## src/rtl/fxyz_pkg.sv

```systemverilog
// rtl/fxyz_pkg.sv - shared types and constants for the fxyz truth-table sweeper
package fxyz_pkg;

    typedef enum logic [1:0] {
        ST_IDLE   = 2'd0,
        ST_SETTLE = 2'd1,
        ST_DONE   = 2'd2
    } fxyz_state_t;

    localparam int FXYZ_NCOMB = 8;
    localparam int FXYZ_IDX_W = 3;

endpackage

```

## src/rtl/fxyz_tbl_cmp.sv

```systemverilog
// rtl/fxyz_tbl_cmp.sv - compares a captured truth table against a reference and counts differing bits
module fxyz_tbl_cmp
    import fxyz_pkg::*;
#(
    parameter logic [7:0] EXPECTED = 8'h00
) (
    input  logic [FXYZ_NCOMB-1:0] i_tbl,
    output logic                  o_pass,
    output logic [3:0]            o_err_cnt
);

    logic [FXYZ_NCOMB-1:0] w_diff;

    assign w_diff = i_tbl ^ EXPECTED;
    assign o_pass = (w_diff == '0);

    // popcount of the mismatching rows
    always_comb begin
        o_err_cnt = 4'd0;
        for (int i = 0; i < FXYZ_NCOMB; i++) begin
            o_err_cnt = o_err_cnt + 4'(w_diff[i]);
        end
    end

endmodule

```

## src/rtl/fxyz_sweeper.sv

```systemverilog
// rtl/fxyz_sweeper.sv - walks X/Y/Z through all eight rows and captures F; optional compare under FXYZ_SWEEP_CHECK_EN
module fxyz_sweeper
    import fxyz_pkg::*;
#(
    parameter int         SETTLE   = 2,
    parameter logic [7:0] EXPECTED = 8'h00
) (
    input  logic       clk,
    input  logic       rst,
    input  logic       start,
    input  logic       abort,
    input  logic       f_in,
    output logic       x_out,
    output logic       y_out,
    output logic       z_out,
    output logic       busy,
    output logic       done,
    output logic [7:0] tbl,
    output logic       tbl_valid,
    output logic       pass,
    output logic [3:0] err_cnt
);

    localparam logic [3:0]            CNT_LAST = 4'(SETTLE - 1);
    localparam logic [FXYZ_IDX_W-1:0] IDX_LAST = FXYZ_IDX_W'(FXYZ_NCOMB - 1);

    fxyz_state_t           r_state;
    fxyz_state_t           w_state_next;
    logic [FXYZ_IDX_W-1:0] r_idx;
    logic [3:0]            r_cnt;
    logic [7:0]            r_tbl;
    logic                  r_tbl_valid;
    logic [7:0]            w_tbl_next;
    logic                  w_begin;
    logic                  w_abort;
    logic                  w_sample;
    logic                  w_last;

    // state register
    always_ff @(posedge clk) begin
        if (rst) begin
            r_state <= ST_IDLE;
        end else begin
            r_state <= w_state_next;
        end
    end

    // next state and per-cycle control strobes; abort wins over a sample in the same cycle
    always_comb begin
        w_state_next = r_state;
        w_begin      = 1'b0;
        w_abort      = 1'b0;
        w_sample     = 1'b0;
        w_last       = 1'b0;
        case (r_state)
            ST_IDLE: begin
                if (start) begin
                    w_begin      = 1'b1;
                    w_state_next = ST_SETTLE;
                end
            end
            ST_SETTLE: begin
                if (abort) begin
                    w_abort      = 1'b1;
                    w_state_next = ST_IDLE;
                end else if (r_cnt == CNT_LAST) begin
                    w_sample = 1'b1;
                    if (r_idx == IDX_LAST) begin
                        w_last       = 1'b1;
                        w_state_next = ST_DONE;
                    end
                end
            end
            ST_DONE: begin
                w_state_next = ST_IDLE;
            end
            default: begin
                w_state_next = ST_IDLE;
            end
        endcase
    end

    // table with the current row's F merged in; also feeds the compare so pass/err_cnt see the final bit
    always_comb begin
        w_tbl_next        = r_tbl;
        w_tbl_next[r_idx] = f_in;
    end

    // row index, settle counter and captured table
    always_ff @(posedge clk) begin
        if (rst) begin
            r_idx       <= '0;
            r_cnt       <= 4'd0;
            r_tbl       <= 8'h00;
            r_tbl_valid <= 1'b0;
        end else begin
            if (w_begin) begin
                r_idx       <= '0;
                r_cnt       <= 4'd0;
                r_tbl       <= 8'h00;
                r_tbl_valid <= 1'b0;
            end else if (w_abort) begin
                r_idx <= '0;
                r_cnt <= 4'd0;
            end else if (w_sample) begin
                r_tbl <= w_tbl_next;
                r_cnt <= 4'd0;
                if (w_last) begin
                    r_tbl_valid <= 1'b1;
                end else begin
                    r_idx <= r_idx + 1'b1;
                end
            end else if (r_state == ST_SETTLE) begin
                r_cnt <= r_cnt + 4'd1;
            end else if (r_state == ST_DONE) begin
                r_idx <= '0;
            end
        end
    end

`ifdef FXYZ_SWEEP_CHECK_EN
    logic       w_pass;
    logic [3:0] w_err_cnt;
    logic       r_pass;
    logic [3:0] r_err_cnt;

    fxyz_tbl_cmp #(
        .EXPECTED (EXPECTED)
    ) u_cmp (
        .i_tbl     (w_tbl_next),
        .o_pass    (w_pass),
        .o_err_cnt (w_err_cnt)
    );

    // compare result captured alongside tbl_valid, cleared when a new sweep begins
    always_ff @(posedge clk) begin
        if (rst) begin
            r_pass    <= 1'b0;
            r_err_cnt <= 4'd0;
        end else if (w_begin) begin
            r_pass    <= 1'b0;
            r_err_cnt <= 4'd0;
        end else if (w_last) begin
            r_pass    <= w_pass;
            r_err_cnt <= w_err_cnt;
        end
    end

    assign pass    = r_pass;
    assign err_cnt = r_err_cnt;
`else
    logic w_unused_expected;
    assign w_unused_expected = ^EXPECTED;
    assign pass              = 1'b0;
    assign err_cnt           = 4'd0;
`endif

    assign {x_out, y_out, z_out} = r_idx;
    assign busy                  = (r_state == ST_SETTLE);
    assign done                  = (r_state == ST_DONE);
    assign tbl                   = r_tbl;
    assign tbl_valid             = r_tbl_valid;

endmodule

```

## config.mk

```make
export PLATFORM = sky130hd
export DESIGN_NAME = fxyz_sweeper
export DESIGN_NICKNAME = d
export VERILOG_FILES = /design/src/rtl/fxyz_pkg.sv /design/src/rtl/fxyz_tbl_cmp.sv /design/src/rtl/fxyz_sweeper.sv
export SDC_FILE = /design/constraint.sdc
export NUM_CORES = 1
export LEC_CHECK = 0
export ABC_AREA = 1
export BUFFER_PORTS_ARGS = -buffer_cell sky130_fd_sc_hd__buf_2
export CORE_MARGIN = 8
export CORE_UTILIZATION = 35
export DETAILED_ROUTE_END_ITERATION = 6
export GPL_TIMING_DRIVEN = 0
export PLACE_DENSITY = 0.58
export SLEW_MARGIN = 20
export SYNTH_ARGS = -nofsm -noshare
export SYNTH_HDL_FRONTEND = slang
export SYNTH_SLANG_ARGS = --single-unit
```

## constraint.sdc

```tcl
create_clock -name clk -period 2 [get_ports clk]
set_input_delay 0.2 -clock clk [delete_from_list [all_inputs] [get_ports clk]]
set_output_delay 0.2 -clock clk [all_outputs]
set_load 0.005 [all_outputs]
```

==> reports/metrics.yaml <==
job:
  max_cap_viol_count: 0
floorplan:
  dieWidth_um: 67.5
  io_pins: 24
  fp-row-count: 18
  die_h_um: 67.5
  coreArea_mm2: 0.00250
  start_util: 0.371
  dieArea_mm2: 0.00456
worst_setup_path:
  end_kind: "flop"
  r2r-start: "r_idx[0]"
  cp.arrival_ns: 1.56
  crit_cells: 5
  crit_fanout: 8
  crit_family: "flip-flops"
  r2r_slack_ns: 0.63
  crit_path_end: "r_state[0]"
  reg2reg_to: "r_state[0]"
  path_class: "flop to flop"
  slowest_delay_ns: 0.49
  start_kind: "flop"
  cp-startpoint: "r_idx[0]"
  critical_path.most_common_cell: "ha_1"
  worst-r2r-cell-count: 5
  critPathBufInv: 1
  crit_slowest_cell: "dfxtp_1"
  crit_required_ns: 2.19
  crit_path_cell_trace: "ha_1 > ha_1 > inv_1 > o21ai_0 > a21oi_1"
synthesis:
  yosys_register_bits: 18
  postSynthAreaPerCell_um2: 7.20
  synth_top_area_cell: "dfxtp_1"
  synth_area_um2: 928
  async_reset_ff_frac: 0
  synth_top_cell_area_share: 0.388
  ys_seq_area_frac: 0.388
  yosysUniqueCellTypes: 18
  synth-edff-count: 0
  synth.area.top_cells: "dfxtp_1, nand2_1, nor2_1, nand3_1, a21oi_1"
  post-synth-top-count-cell: "nand2_1"
  yosysWarnings: 0
  synthTopCellsByCount: "nand2_1, nor2_1, dfxtp_1, nand3_1, a21oi_1"
  synth_ff_type: "dfxtp_1"
  syn_inst: 129
placed_design:
  dpl_worst_slack_ns: 0.646
  place_congestion: 0.772
  port_buffers: 18
  hpwlAfterDp_um: 1560
grt:
  grt_max_degree: 11
  grt_pass1_vias: 802
  grt_util_all_layers: 0.0967
  gr-total-overflow: 0
  grt_pass1_wl_um: 3460
  antenna_found_initial: 0
route:
  wire_per_inst_um: 10.8
  vias: 852
  final_antenna_net_count: 0
  drt-vias-per-instance: 4.61
  drt_iter0_drc: 39
  first_pass_iters: 4
  drc: 0
  finalWirelength_um: 1990
cells_and_area:
  syn_to_final_growth_pct: 19.3
  fill_cells: 271
  diodes: 0
  nNetsFinal: 165
  drive_gt1_frac: 0.226
clock_network:
  cts_resized: 0
  cts_buffers: 3
  ctsHoldBuffers: 0
  cts_setup_buffers: 0
  cts.path.max_buffers: 2
  cts_max_level: 1
  cts_tree: "built"
  cts-root-buf: "clkbuf_4"
  clk_pin_slew_ns: 0.11
  cts.sinks: 18
  worstSkewPairLatency_ns: 0.30
pwr:
  vdd_drop_max_mv: 0.322
  p_total_uw: 654
  p_leak_nw: 0.479
  p_per_area_mw_per_mm2: 591
min_path:
  hold_path_class: "primary input to flop"
  hold_depth: 2
sta:
  rsz0062_at_grt: "false"
  drv_slew: 0
  finalCritPeriodShare: 0.686
  setup_ws_ns: 0.628
  fmax_mhz: 729
  finalCriticalPeriod_ns: 1.37
  skew_ns: 0.00883
  setup_tns_ns: 0
  finalHoldViolCount: 0
  setup_viol: 0
outcome:
  status: "completed"
[cells in the final DEF (no fill, tap or decap)]
cell type   n
nand2_2     1
a21oi_2     1
o21ai_0     3
dfxtp_1    18
ha_1        4
or2_2       1
nand3_1    15
buf_6       2
buf_4       5
clkbuf_8    1
nand4_1     1
clkbuf_4    3
conb_1      5
nand2_1    24
nor2_4      2
inv_1      12
xor2_1      3
buf_2      18
nor2_1     21
inv_2       1
a21oi_1    14
[registers in the layout, indices dropped and copies added (netlist names)]
name       count
r_state        2
tbl_valid      1
r_idx          3
tbl            8
r_cnt          4
[worst reg2reg max path, stage by stage (launching register included)]
cell and delay, ns:
dfxtp_1 0.49, ha_1 0.21, ha_1 0.16, inv_1 0.09
o21ai_0 0.21, a21oi_1 0.09
[cells by family (layout without fill, tap and decap cells)]
| family | Yosys count | after routing | share of synthesized area |
|---|---|---|---|
| flops | 18 | 18 | 0.388 |
| xor+xnor | 3 | 3 | 0.0283 |
| other cells | 1 | 5 | 0.00404 |
| simple gates | 65 | 65 | 0.307 |
| fa+ha+maj | 4 | 4 | 0.0539 |
| compound gates | 18 | 18 | 0.101 |
| buf+inv | 20 | 42 | 0.117 |
[routing by layer]
layer | global-route usage | up-vias | routed length, um
met5 | 0 | - | 0
met4 | 0.0470 | 0 | 28
met3 | 0.0281 | 4 | 170
met2 | 0.151 | 20 | 843
met1 | 0.118 | 374 | 950
li1 | - | 454 | -
[worst min-delay path by stage]
stage | slack, ns | start | end
2_1_floorplan | 0.27 | rst | r_state[0]
3_3_place_gp | 0.40 | rst | r_state[0]
3_5_place_dp | 0.40 | rst | r_state[0]
4_1_cts | 0.08 | rst | r_state[0]
5_1_grt | 0.09 | rst | r_state[0]
6_report | 0.09 | rst | r_state[0]
[report_power, final]
group | switching [mW] | leakage, nW | internal, mW | total [mW]
Clock | 0.123 | 0.0210 | 0.111 | 0.234
Sequential | 0.00344 | 0.145 | 0.361 | 0.365
Combinational | 0.0340 | 0.313 | 0.0211 | 0.0551
[area by class of cell]
type | count | area [um^2] | area share
multi-input cells | 95 | 474 | 0.428
clock buffers | 4 | 36.3 | 0.0328
well taps | 30 | 37.5 | 0.0339
plain buffers | 7 | 60.1 | 0.0542
repair buffers | 18 | 90.1 | 0.0814
inverters | 13 | 48.8 | 0.0441
flip-flops and latches | 18 | 360 | 0.325
[through the flow]
step           hold slack (ns)  instance area, um^2  instances  utilization
2_1_floorplan            0.269                  943        133            -
3_3_place_gp             0.396                 1070        181        0.428
3_5_place_dp             0.403                 1070        181        0.428
4_1_cts                 0.0762                 1110        185        0.443
5_1_grt                 0.0861                 1110        185        0.443
6_report                0.0858                 1110        185        0.443
No activity file was read; power rests on OpenSTA's default activity.
